File: config.mk
export PLATFORM = sky130hd
export DESIGN_NAME = tm_poll_resp_buf_flat
export DESIGN_NICKNAME = d
export VERILOG_FILES = /design/src/rtl/tm_poll_resp_buf_if.sv /design/src/rtl/tm_poll_resp_buf.sv /design/src/flat_wrapper.sv
export SDC_FILE = /design/constraint.sdc
export NUM_CORES = 1
export LEC_CHECK = 0
export CELL_PAD_IN_SITES_DETAIL_PLACEMENT = 0
export CELL_PAD_IN_SITES_GLOBAL_PLACEMENT = 1
export CORE_ASPECT_RATIO = 0.6
export CORE_MARGIN = 1
export CORE_UTILIZATION = 30
export DETAILED_ROUTE_END_ITERATION = 12
export DONT_BUFFER_PORTS = 1
export PLACE_DENSITY_LB_ADDON = 0.2
export SYNTH_ARGS = -nofsm -noshare
export SYNTH_HDL_FRONTEND = slang
export SYNTH_SLANG_ARGS = --single-unit
File: constraint.sdc
create_clock -name clk -period 5.3 [get_ports clk]
set_input_delay 0.53 -clock clk [delete_from_list [all_inputs] [get_ports clk]]
set_output_delay 0.53 -clock clk [all_outputs]
set_load 0.02 [all_outputs]
File: src/rtl/tm_poll_resp_buf_if.sv
// Bundle of the ASA poll request, association result and poll response signals
// seen by tm_poll_resp_buf; the slave modport is the buffer's view.
interface tm_poll_resp_buf_if #(
    parameter int DEPTH_NBITS = 3,
    parameter int QID_W       = 8,
    parameter int CONN_W      = 8,
    parameter int CGRP_W      = 6,
    parameter int PQ_W        = 6,
    parameter int PORT_W      = 4
);
    logic                   asa_tm_poll_req;
    logic [QID_W-1:0]       asa_tm_poll_qid;
    logic                   poll_association_ack;
    logic [CONN_W-1:0]      association_conn_id;
    logic [CGRP_W-1:0]      association_conn_group_id;
    logic [PQ_W-1:0]        association_port_queue_id;
    logic [PORT_W-1:0]      association_port_id;
    logic                   asa_tm_poll_resp_ready;
    logic                   tm_asa_poll_resp_valid;
    logic [QID_W-1:0]       tm_asa_poll_resp_qid;
    logic [CONN_W-1:0]      tm_asa_poll_resp_conn_id;
    logic [CGRP_W-1:0]      tm_asa_poll_resp_conn_group_id;
    logic [PQ_W-1:0]        tm_asa_poll_resp_port_queue_id;
    logic [PORT_W-1:0]      tm_asa_poll_resp_port_id;
    logic                   tm_asa_poll_credit;
    logic [DEPTH_NBITS:0]   poll_outstanding;
    logic                   err_req_overflow;
    logic                   err_unexpected_ack;

    modport master (
        output asa_tm_poll_req, asa_tm_poll_qid, poll_association_ack,
               association_conn_id, association_conn_group_id,
               association_port_queue_id, association_port_id,
               asa_tm_poll_resp_ready,
        input  tm_asa_poll_resp_valid, tm_asa_poll_resp_qid, tm_asa_poll_resp_conn_id,
               tm_asa_poll_resp_conn_group_id, tm_asa_poll_resp_port_queue_id,
               tm_asa_poll_resp_port_id, tm_asa_poll_credit, poll_outstanding,
               err_req_overflow, err_unexpected_ack
    );

    modport slave (
        input  asa_tm_poll_req, asa_tm_poll_qid, poll_association_ack,
               association_conn_id, association_conn_group_id,
               association_port_queue_id, association_port_id,
               asa_tm_poll_resp_ready,
        output tm_asa_poll_resp_valid, tm_asa_poll_resp_qid, tm_asa_poll_resp_conn_id,
               tm_asa_poll_resp_conn_group_id, tm_asa_poll_resp_port_queue_id,
               tm_asa_poll_resp_port_id, tm_asa_poll_credit, poll_outstanding,
               err_req_overflow, err_unexpected_ack
    );
endinterface

File: src/rtl/tm_poll_resp_buf.sv
// Pairs ASA poll qids with in-order association results, buffers the merged
// responses and returns them over valid/ready with credit-based flow control.
module tm_poll_resp_buf #(
    parameter int DEPTH       = 8,
    parameter int DEPTH_NBITS = 3,
    parameter int QID_W       = 8,
    parameter int CONN_W      = 8,
    parameter int CGRP_W      = 6,
    parameter int PQ_W        = 6,
    parameter int PORT_W      = 4
) (
    input  logic                clk,
    input  logic                rst,
    tm_poll_resp_buf_if.slave   bus
);
    typedef struct packed {
        logic [QID_W-1:0]  qid;
        logic [CONN_W-1:0] conn;
        logic [CGRP_W-1:0] cgrp;
        logic [PQ_W-1:0]   pq;
        logic [PORT_W-1:0] port;
    } resp_t;

    localparam logic [DEPTH_NBITS:0] FULL_CNT = (DEPTH_NBITS+1)'(DEPTH);

    logic [QID_W-1:0]       tag_mem_q [DEPTH];
    resp_t                  resp_mem_q [DEPTH];
    logic [DEPTH_NBITS-1:0] tag_wr_q, tag_wr_d, tag_rd_q, tag_rd_d;
    logic [DEPTH_NBITS-1:0] resp_wr_q, resp_wr_d, resp_rd_q, resp_rd_d;
    logic [DEPTH_NBITS:0]   tag_cnt_q, tag_cnt_d, resp_cnt_q, resp_cnt_d;
    logic [DEPTH_NBITS:0]   cnt_q, cnt_d;
    logic                   out_vld_q, out_vld_d;
    resp_t                  out_data_q, out_data_d;
    logic                   credit_q, credit_d;
    logic                   err_ovf_q, err_ovf_d, err_ack_q, err_ack_d;

    logic  req_acc, ack_acc, xfer, load, resp_pop, bypass, resp_push;
    resp_t ack_word;

    assign req_acc   = bus.asa_tm_poll_req & credit_q;
    assign ack_acc   = bus.poll_association_ack & (tag_cnt_q != '0);
    assign xfer      = out_vld_q & bus.asa_tm_poll_resp_ready;
    assign load      = ~out_vld_q | bus.asa_tm_poll_resp_ready;
    assign resp_pop  = load & (resp_cnt_q != '0);
    // An ack goes straight to the output stage when nothing older is queued,
    // giving one-cycle ack-to-valid latency without reordering.
    assign bypass    = load & (resp_cnt_q == '0) & ack_acc;
    assign resp_push = ack_acc & ~bypass;

    assign ack_word = '{qid:  tag_mem_q[tag_rd_q],
                        conn: bus.association_conn_id,
                        cgrp: bus.association_conn_group_id,
                        pq:   bus.association_port_queue_id,
                        port: bus.association_port_id};

    always_comb begin
        tag_wr_d   = tag_wr_q;
        tag_rd_d   = tag_rd_q;
        resp_wr_d  = resp_wr_q;
        resp_rd_d  = resp_rd_q;
        out_vld_d  = out_vld_q;
        out_data_d = out_data_q;
        err_ovf_d  = err_ovf_q | (bus.asa_tm_poll_req & ~credit_q);
        err_ack_d  = err_ack_q | (bus.poll_association_ack & (tag_cnt_q == '0));

        tag_cnt_d  = tag_cnt_q + (DEPTH_NBITS+1)'(req_acc) - (DEPTH_NBITS+1)'(ack_acc);
        resp_cnt_d = resp_cnt_q + (DEPTH_NBITS+1)'(resp_push) - (DEPTH_NBITS+1)'(resp_pop);
        // Outstanding counts a poll from acceptance until ASA takes its response,
        // which also reserves its response FIFO slot.
        cnt_d      = cnt_q + (DEPTH_NBITS+1)'(req_acc) - (DEPTH_NBITS+1)'(xfer);
        credit_d   = (cnt_d != FULL_CNT);

        if (req_acc)   tag_wr_d  = tag_wr_q + 1'b1;
        if (ack_acc)   tag_rd_d  = tag_rd_q + 1'b1;
        if (resp_push) resp_wr_d = resp_wr_q + 1'b1;
        if (resp_pop)  resp_rd_d = resp_rd_q + 1'b1;

        if (load) begin
            if (resp_pop) begin
                out_vld_d  = 1'b1;
                out_data_d = resp_mem_q[resp_rd_q];
            end else if (bypass) begin
                out_vld_d  = 1'b1;
                out_data_d = ack_word;
            end else begin
                out_vld_d  = 1'b0;
            end
        end
    end

    always_ff @(posedge clk or posedge rst) begin
        if (rst) begin
            tag_wr_q   <= '0;
            tag_rd_q   <= '0;
            tag_cnt_q  <= '0;
            resp_wr_q  <= '0;
            resp_rd_q  <= '0;
            resp_cnt_q <= '0;
            cnt_q      <= '0;
            out_vld_q  <= 1'b0;
            out_data_q <= '0;
            credit_q   <= 1'b0;
            err_ovf_q  <= 1'b0;
            err_ack_q  <= 1'b0;
        end else begin
            tag_wr_q   <= tag_wr_d;
            tag_rd_q   <= tag_rd_d;
            tag_cnt_q  <= tag_cnt_d;
            resp_wr_q  <= resp_wr_d;
            resp_rd_q  <= resp_rd_d;
            resp_cnt_q <= resp_cnt_d;
            cnt_q      <= cnt_d;
            out_vld_q  <= out_vld_d;
            out_data_q <= out_data_d;
            credit_q   <= credit_d;
            err_ovf_q  <= err_ovf_d;
            err_ack_q  <= err_ack_d;
        end
    end

    // Storage arrays need no reset: occupancy counters gate every read.
    always_ff @(posedge clk) begin
        if (req_acc)   tag_mem_q[tag_wr_q]   <= bus.asa_tm_poll_qid;
        if (resp_push) resp_mem_q[resp_wr_q] <= ack_word;
    end

    assign bus.tm_asa_poll_resp_valid         = out_vld_q;
    assign bus.tm_asa_poll_resp_qid           = out_data_q.qid;
    assign bus.tm_asa_poll_resp_conn_id       = out_data_q.conn;
    assign bus.tm_asa_poll_resp_conn_group_id = out_data_q.cgrp;
    assign bus.tm_asa_poll_resp_port_queue_id = out_data_q.pq;
    assign bus.tm_asa_poll_resp_port_id       = out_data_q.port;
    assign bus.tm_asa_poll_credit             = credit_q;
    assign bus.poll_outstanding               = cnt_q;
    assign bus.err_req_overflow               = err_ovf_q;
    assign bus.err_unexpected_ack             = err_ack_q;
endmodule

File: src/flat_wrapper.sv
// flat-port wrapper written by rule: the top's interface ports become plain ports
module tm_poll_resp_buf_flat 
#(
    parameter int DEPTH       = 8,
    parameter int DEPTH_NBITS = 3,
    parameter int QID_W       = 8,
    parameter int CONN_W      = 8,
    parameter int CGRP_W      = 6,
    parameter int PQ_W        = 6,
    parameter int PORT_W      = 4
)
  (clk, rst, bus_asa_tm_poll_req, bus_asa_tm_poll_qid, bus_poll_association_ack, bus_association_conn_id, bus_association_conn_group_id, bus_association_port_queue_id, bus_association_port_id, bus_asa_tm_poll_resp_ready, bus_tm_asa_poll_resp_valid, bus_tm_asa_poll_resp_qid, bus_tm_asa_poll_resp_conn_id, bus_tm_asa_poll_resp_conn_group_id, bus_tm_asa_poll_resp_port_queue_id, bus_tm_asa_poll_resp_port_id, bus_tm_asa_poll_credit, bus_poll_outstanding, bus_err_req_overflow, bus_err_unexpected_ack);
  tm_poll_resp_buf_if #(.DEPTH_NBITS(DEPTH_NBITS), .QID_W(QID_W), .CONN_W(CONN_W), .CGRP_W(CGRP_W), .PQ_W(PQ_W), .PORT_W(PORT_W)) bus_i ();
  input  logic clk;
  input  logic rst;
  input wire logic [$bits(bus_i.asa_tm_poll_req)-1:0] bus_asa_tm_poll_req;
  input wire logic [$bits(bus_i.asa_tm_poll_qid)-1:0] bus_asa_tm_poll_qid;
  input wire logic [$bits(bus_i.poll_association_ack)-1:0] bus_poll_association_ack;
  input wire logic [$bits(bus_i.association_conn_id)-1:0] bus_association_conn_id;
  input wire logic [$bits(bus_i.association_conn_group_id)-1:0] bus_association_conn_group_id;
  input wire logic [$bits(bus_i.association_port_queue_id)-1:0] bus_association_port_queue_id;
  input wire logic [$bits(bus_i.association_port_id)-1:0] bus_association_port_id;
  input wire logic [$bits(bus_i.asa_tm_poll_resp_ready)-1:0] bus_asa_tm_poll_resp_ready;
  output wire logic [$bits(bus_i.tm_asa_poll_resp_valid)-1:0] bus_tm_asa_poll_resp_valid;
  output wire logic [$bits(bus_i.tm_asa_poll_resp_qid)-1:0] bus_tm_asa_poll_resp_qid;
  output wire logic [$bits(bus_i.tm_asa_poll_resp_conn_id)-1:0] bus_tm_asa_poll_resp_conn_id;
  output wire logic [$bits(bus_i.tm_asa_poll_resp_conn_group_id)-1:0] bus_tm_asa_poll_resp_conn_group_id;
  output wire logic [$bits(bus_i.tm_asa_poll_resp_port_queue_id)-1:0] bus_tm_asa_poll_resp_port_queue_id;
  output wire logic [$bits(bus_i.tm_asa_poll_resp_port_id)-1:0] bus_tm_asa_poll_resp_port_id;
  output wire logic [$bits(bus_i.tm_asa_poll_credit)-1:0] bus_tm_asa_poll_credit;
  output wire logic [$bits(bus_i.poll_outstanding)-1:0] bus_poll_outstanding;
  output wire logic [$bits(bus_i.err_req_overflow)-1:0] bus_err_req_overflow;
  output wire logic [$bits(bus_i.err_unexpected_ack)-1:0] bus_err_unexpected_ack;
  assign bus_i.asa_tm_poll_req = bus_asa_tm_poll_req;
  assign bus_i.asa_tm_poll_qid = bus_asa_tm_poll_qid;
  assign bus_i.poll_association_ack = bus_poll_association_ack;
  assign bus_i.association_conn_id = bus_association_conn_id;
  assign bus_i.association_conn_group_id = bus_association_conn_group_id;
  assign bus_i.association_port_queue_id = bus_association_port_queue_id;
  assign bus_i.association_port_id = bus_association_port_id;
  assign bus_i.asa_tm_poll_resp_ready = bus_asa_tm_poll_resp_ready;
  assign bus_tm_asa_poll_resp_valid = bus_i.tm_asa_poll_resp_valid;
  assign bus_tm_asa_poll_resp_qid = bus_i.tm_asa_poll_resp_qid;
  assign bus_tm_asa_poll_resp_conn_id = bus_i.tm_asa_poll_resp_conn_id;
  assign bus_tm_asa_poll_resp_conn_group_id = bus_i.tm_asa_poll_resp_conn_group_id;
  assign bus_tm_asa_poll_resp_port_queue_id = bus_i.tm_asa_poll_resp_port_queue_id;
  assign bus_tm_asa_poll_resp_port_id = bus_i.tm_asa_poll_resp_port_id;
  assign bus_tm_asa_poll_credit = bus_i.tm_asa_poll_credit;
  assign bus_poll_outstanding = bus_i.poll_outstanding;
  assign bus_err_req_overflow = bus_i.err_req_overflow;
  assign bus_err_unexpected_ack = bus_i.err_unexpected_ack;
  tm_poll_resp_buf #(.DEPTH(DEPTH), .DEPTH_NBITS(DEPTH_NBITS), .QID_W(QID_W), .CONN_W(CONN_W), .CGRP_W(CGRP_W), .PQ_W(PQ_W), .PORT_W(PORT_W)) u_core (.clk(clk), .rst(rst), .bus(bus_i));
endmodule
==> impl_metrics.toml <==
[sta]
period_minus_slack_ns = 3.44
fin_tns_setup_ns = 0
hold_viol_final = 0
period_share_pct = 64.8
max_freq_mhz = 291
worst_clock_skew_ns = 0.0133
relSlewSlack_pct = 20.4
maxSlewViolCount = 0
rsz0062_at_grt = "no"
hold_ws_ns = 0.0875
fin_ws_ns = 1.86
setup_viol = 0
worst-slew-pin-transition_ns = 1.19

[cells_and_area]
drive_gt1_share_pct = 22.2
fillers = 4451
num_antenna_cells = 0
final_util_pct = 35.0
layout.nets = 799
area_delta_synth_final_pct = 13.9

[critical_path]
worst_setup_path_end_kind = "flip-flop"
cp.required_ns = 5.43
r2r_cells = 8
cpPeakStageDelay_ns = 0.98
start_kind = "flip-flop"
worstPathCellList = "inv_1 > ha_1 > nor3b_1 > nor2_1 > nand2_1 > inv_1 > nand2_1 > nor2_4"
crit_slowest_cell = "nor2_4"
crit_type = "reg2reg"
critPathMaxFanout = 32
cp_num_cells = 8
crit_buf_inv = 2
path_delay_family = "simple AND/OR/NAND/NOR gates"
crit_arrival_ns = 3.57

[clock_network]
cts_setup_buffers = 0
clock_latency_ns = 0.53
htree_levels = 2
tritoncts = "done"
cts-root-buf = "clkbuf_16"
clock_sinks = 380
cts_resized = 0
numCtsBuffers = 39
ctsHoldBuffers = 1
clk_pin_slew_ns = 0.06
cts_buffer_depth = 3

[synth]
synth_area_sq_mm = 0.0148
syn_nets = 775
synth_top_area_share_pct = 64.9
synth_warnings = 0
async_flop_share_pct = 15.8
synth_ff_type = "edfxtp_1"
syn_area_per_cell_sq_um = 20.6
synth_area_leader_cell = "edfxtp_1"
synth_edf_count = 320
ys_ff_latch = 380
synthTopCellsByArea = "edfxtp_1 (65%), mux4_2 (11%), dfrtp_1 (10%)"
synthTopCellsByCount = "edfxtp_1 (320), mux4_2 (70), dfrtp_1 (60)"
synthMostInstantiatedCell = "edfxtp_1"
ys_seq_area_share_pct = 75.1
syn_inst = 718
ys_types = 31

[power_and_ir_drop]
p_seq_share_pct = 48.4
power_frac_clock_pct = 26.9
power_density_mw_per_mm2 = 578
finalPower_mw = 9.74
ir_worst_vdd_v = 0.000239
combPwrFrac_pct = 24.7
p_leak_nw = 5.71
intPower_mw = 6.69
sw_frac_of_total_pct = 31.3
power.net_switching_mw = 3.05

[detailed_routing]
drtIter0Drc = 532
vias = 6839
ant_nets = 0
dr.pass1.iters = 6
vias_per_cell = 4.85
drc_errors = 0
wl_per_cell_um = 23.1
drt_wl_total_um = 32500

[grt]
grt_first_pass_wirelength_um = 48700
grt_pass1_vias = 7574
antenna_found_initial = 1
gr-usage-all-layers_pct = 13.2
grt-ovfl-total = 0
grt_max_degree = 41

[place]
dpl.hpwl_um = 18400
io_buffers = 0
gp_congestion = 0.749
dp_worst_setup_slack_ns = 1.78

[die]
fp.dieH_um = 174
start_util_pct = 30.7
die_w_um = 289
rows = 62
die-area_sq_mm = 0.0503
fp.coreArea_sq_mm = 0.0483
ioPinCount = 77

[job]
drv_cap = 0

[min_path]
hold_path_class = "in2reg"
hold_path_depth = 0

[outcome]
status = "complete, no violations"
## flip-flops by register name, indices dropped and copies added (netlist names), 4 cells and up
signal	count
u_core.bus.poll_outstanding	4
u_core.bus.tm_asa_poll_resp_conn_group_id	6
u_core.bus.tm_asa_poll_resp_conn_id	8
u_core.bus.tm_asa_poll_resp_port_id	4
u_core.bus.tm_asa_poll_resp_port_queue_id	6
u_core.bus.tm_asa_poll_resp_qid	8
u_core.resp_cnt_q	4
u_core.resp_mem_q	256
u_core.tag_cnt_q	4
u_core.tag_mem_q	64
## area by class of cell
cell class	instances	area, sq um	share of cell area, %
Clock buffer	54	1080	6.42
Clock inverter	16	143	0.846
Inverter	28	106	0.631
Multi-Input combinational cell	276	3490	20.7
Sequential cell	380	11100	65.9
Tap cell	640	801	4.75
Timing Repair Buffer	17	130	0.772
## cell families after synthesis
logic type / count (synthesis) / synth area share (%)
flip-flops: 380 / 75.1
multiplexers: 124 / 15.5
AND/OR/NAND/NOR: 76 / 2.27
buffers and inverters: 62 / 1.89
AO/OA/AOI/OAI: 42 / 2.60
adder cells (fa/ha/maj): 20 / 1.84
XOR/XNOR: 14 / 0.828
## cells in the final DEF, fill, tap and decap left out, drive strengths merged
| master | n |
|---|---|
| edfxtp | 320 |
| mux4 | 80 |
| dfrtp | 60 |
| clkbuf | 54 |
| nor2 | 43 |
| mux2i | 32 |
| a221o | 32 |
| inv | 28 |
| ha | 17 |
| buf | 16 |
| clkinv | 14 |
| nand2 | 12 |
| mux2 | 12 |
| xnor2 | 9 |
| nand2b | 7 |
| nor3 | 6 |
| xor2 | 5 |
| a21o | 5 |
| a21oi | 3 |
| fa | 3 |
| nor3b | 2 |
| or2 | 2 |
| and3 | 1 |
| a21boi | 1 |
| o21ai | 1 |
| and2 | 1 |
| or4b | 1 |
| nor4 | 1 |
| bufinv | 1 |
| clkinvlp | 1 |
| dlygate4sd3 | 1 |
## metrics by stage
stage	cells	area [sq um]
2_1_floorplan	718	14800
3_3_place_gp	1340	15600
3_5_place_dp	1340	15600
4_1_cts	1411	16900
5_1_grt	1411	16900
6_report	1411	16900
## worst reg2reg max path: cells and delay by family, from the launching register on
kind | cells | cell delay, ns
buffers and inverters | 2 | 0.29
and+or+nand+nor | 5 | 2.24
DFF | 1 | 0.32
adders and majority gates | 1 | 0.19
## final timing paths
check | start | endpoint | slack (ns)
setup / recovery | u_core.tag_cnt_q[2]$_DFF_PP0_ | u_core.resp_mem_q[3][1]$_DFFE_PP_ | 1.86
hold / removal | bus_association_port_queue_id[1] | u_core.resp_mem_q[6][5]$_DFFE_PP_ | 0.09
setup reg to reg | u_core.tag_cnt_q[2]$_DFF_PP0_ | u_core.resp_mem_q[3][1]$_DFFE_PP_ | 1.86
hold reg to reg | u_core.tag_wr_q[0]$_DFFE_PP0P_ | u_core.tag_wr_q[0]$_DFFE_PP0P_ | 0.55
max in group asynchronous | rst | u_core.resp_rd_q[0]$_DFFE_PP0P_ | 3.69
min in group asynchronous | rst | u_core.bus.tm_asa_poll_resp_conn_id[7]$_DFFE_PP0P_ | 0.51
## layer usage
metal | GRT usage [%] | routed length [um] | up-vias
met5 | 0 | 0 | -
met4 | 2.87 | 477 | 0
met3 | 3.20 | 1750 | 48
met2 | 20.7 | 15300 | 140
met1 | 18.5 | 15000 | 3701
li1 | - | - | 2950
## power by group through the flow
| stage | Sequential [mW] | Combinational [mW] | Clock (mW) |
|---|---|---|---|
| finish | 4.72 | 2.41 | 2.62 |
| CTS | 4.75 | 2.47 | 2.69 |
| global route | 4.81 | 2.65 | 2.81 |
| detailed placement | 4.81 | 2.45 | 0 |
| global placement | 4.78 | 2.37 | 0 |
| floorplan | 4.44 | 2.03 | 0 |
(Power assumes the default switching activity.)
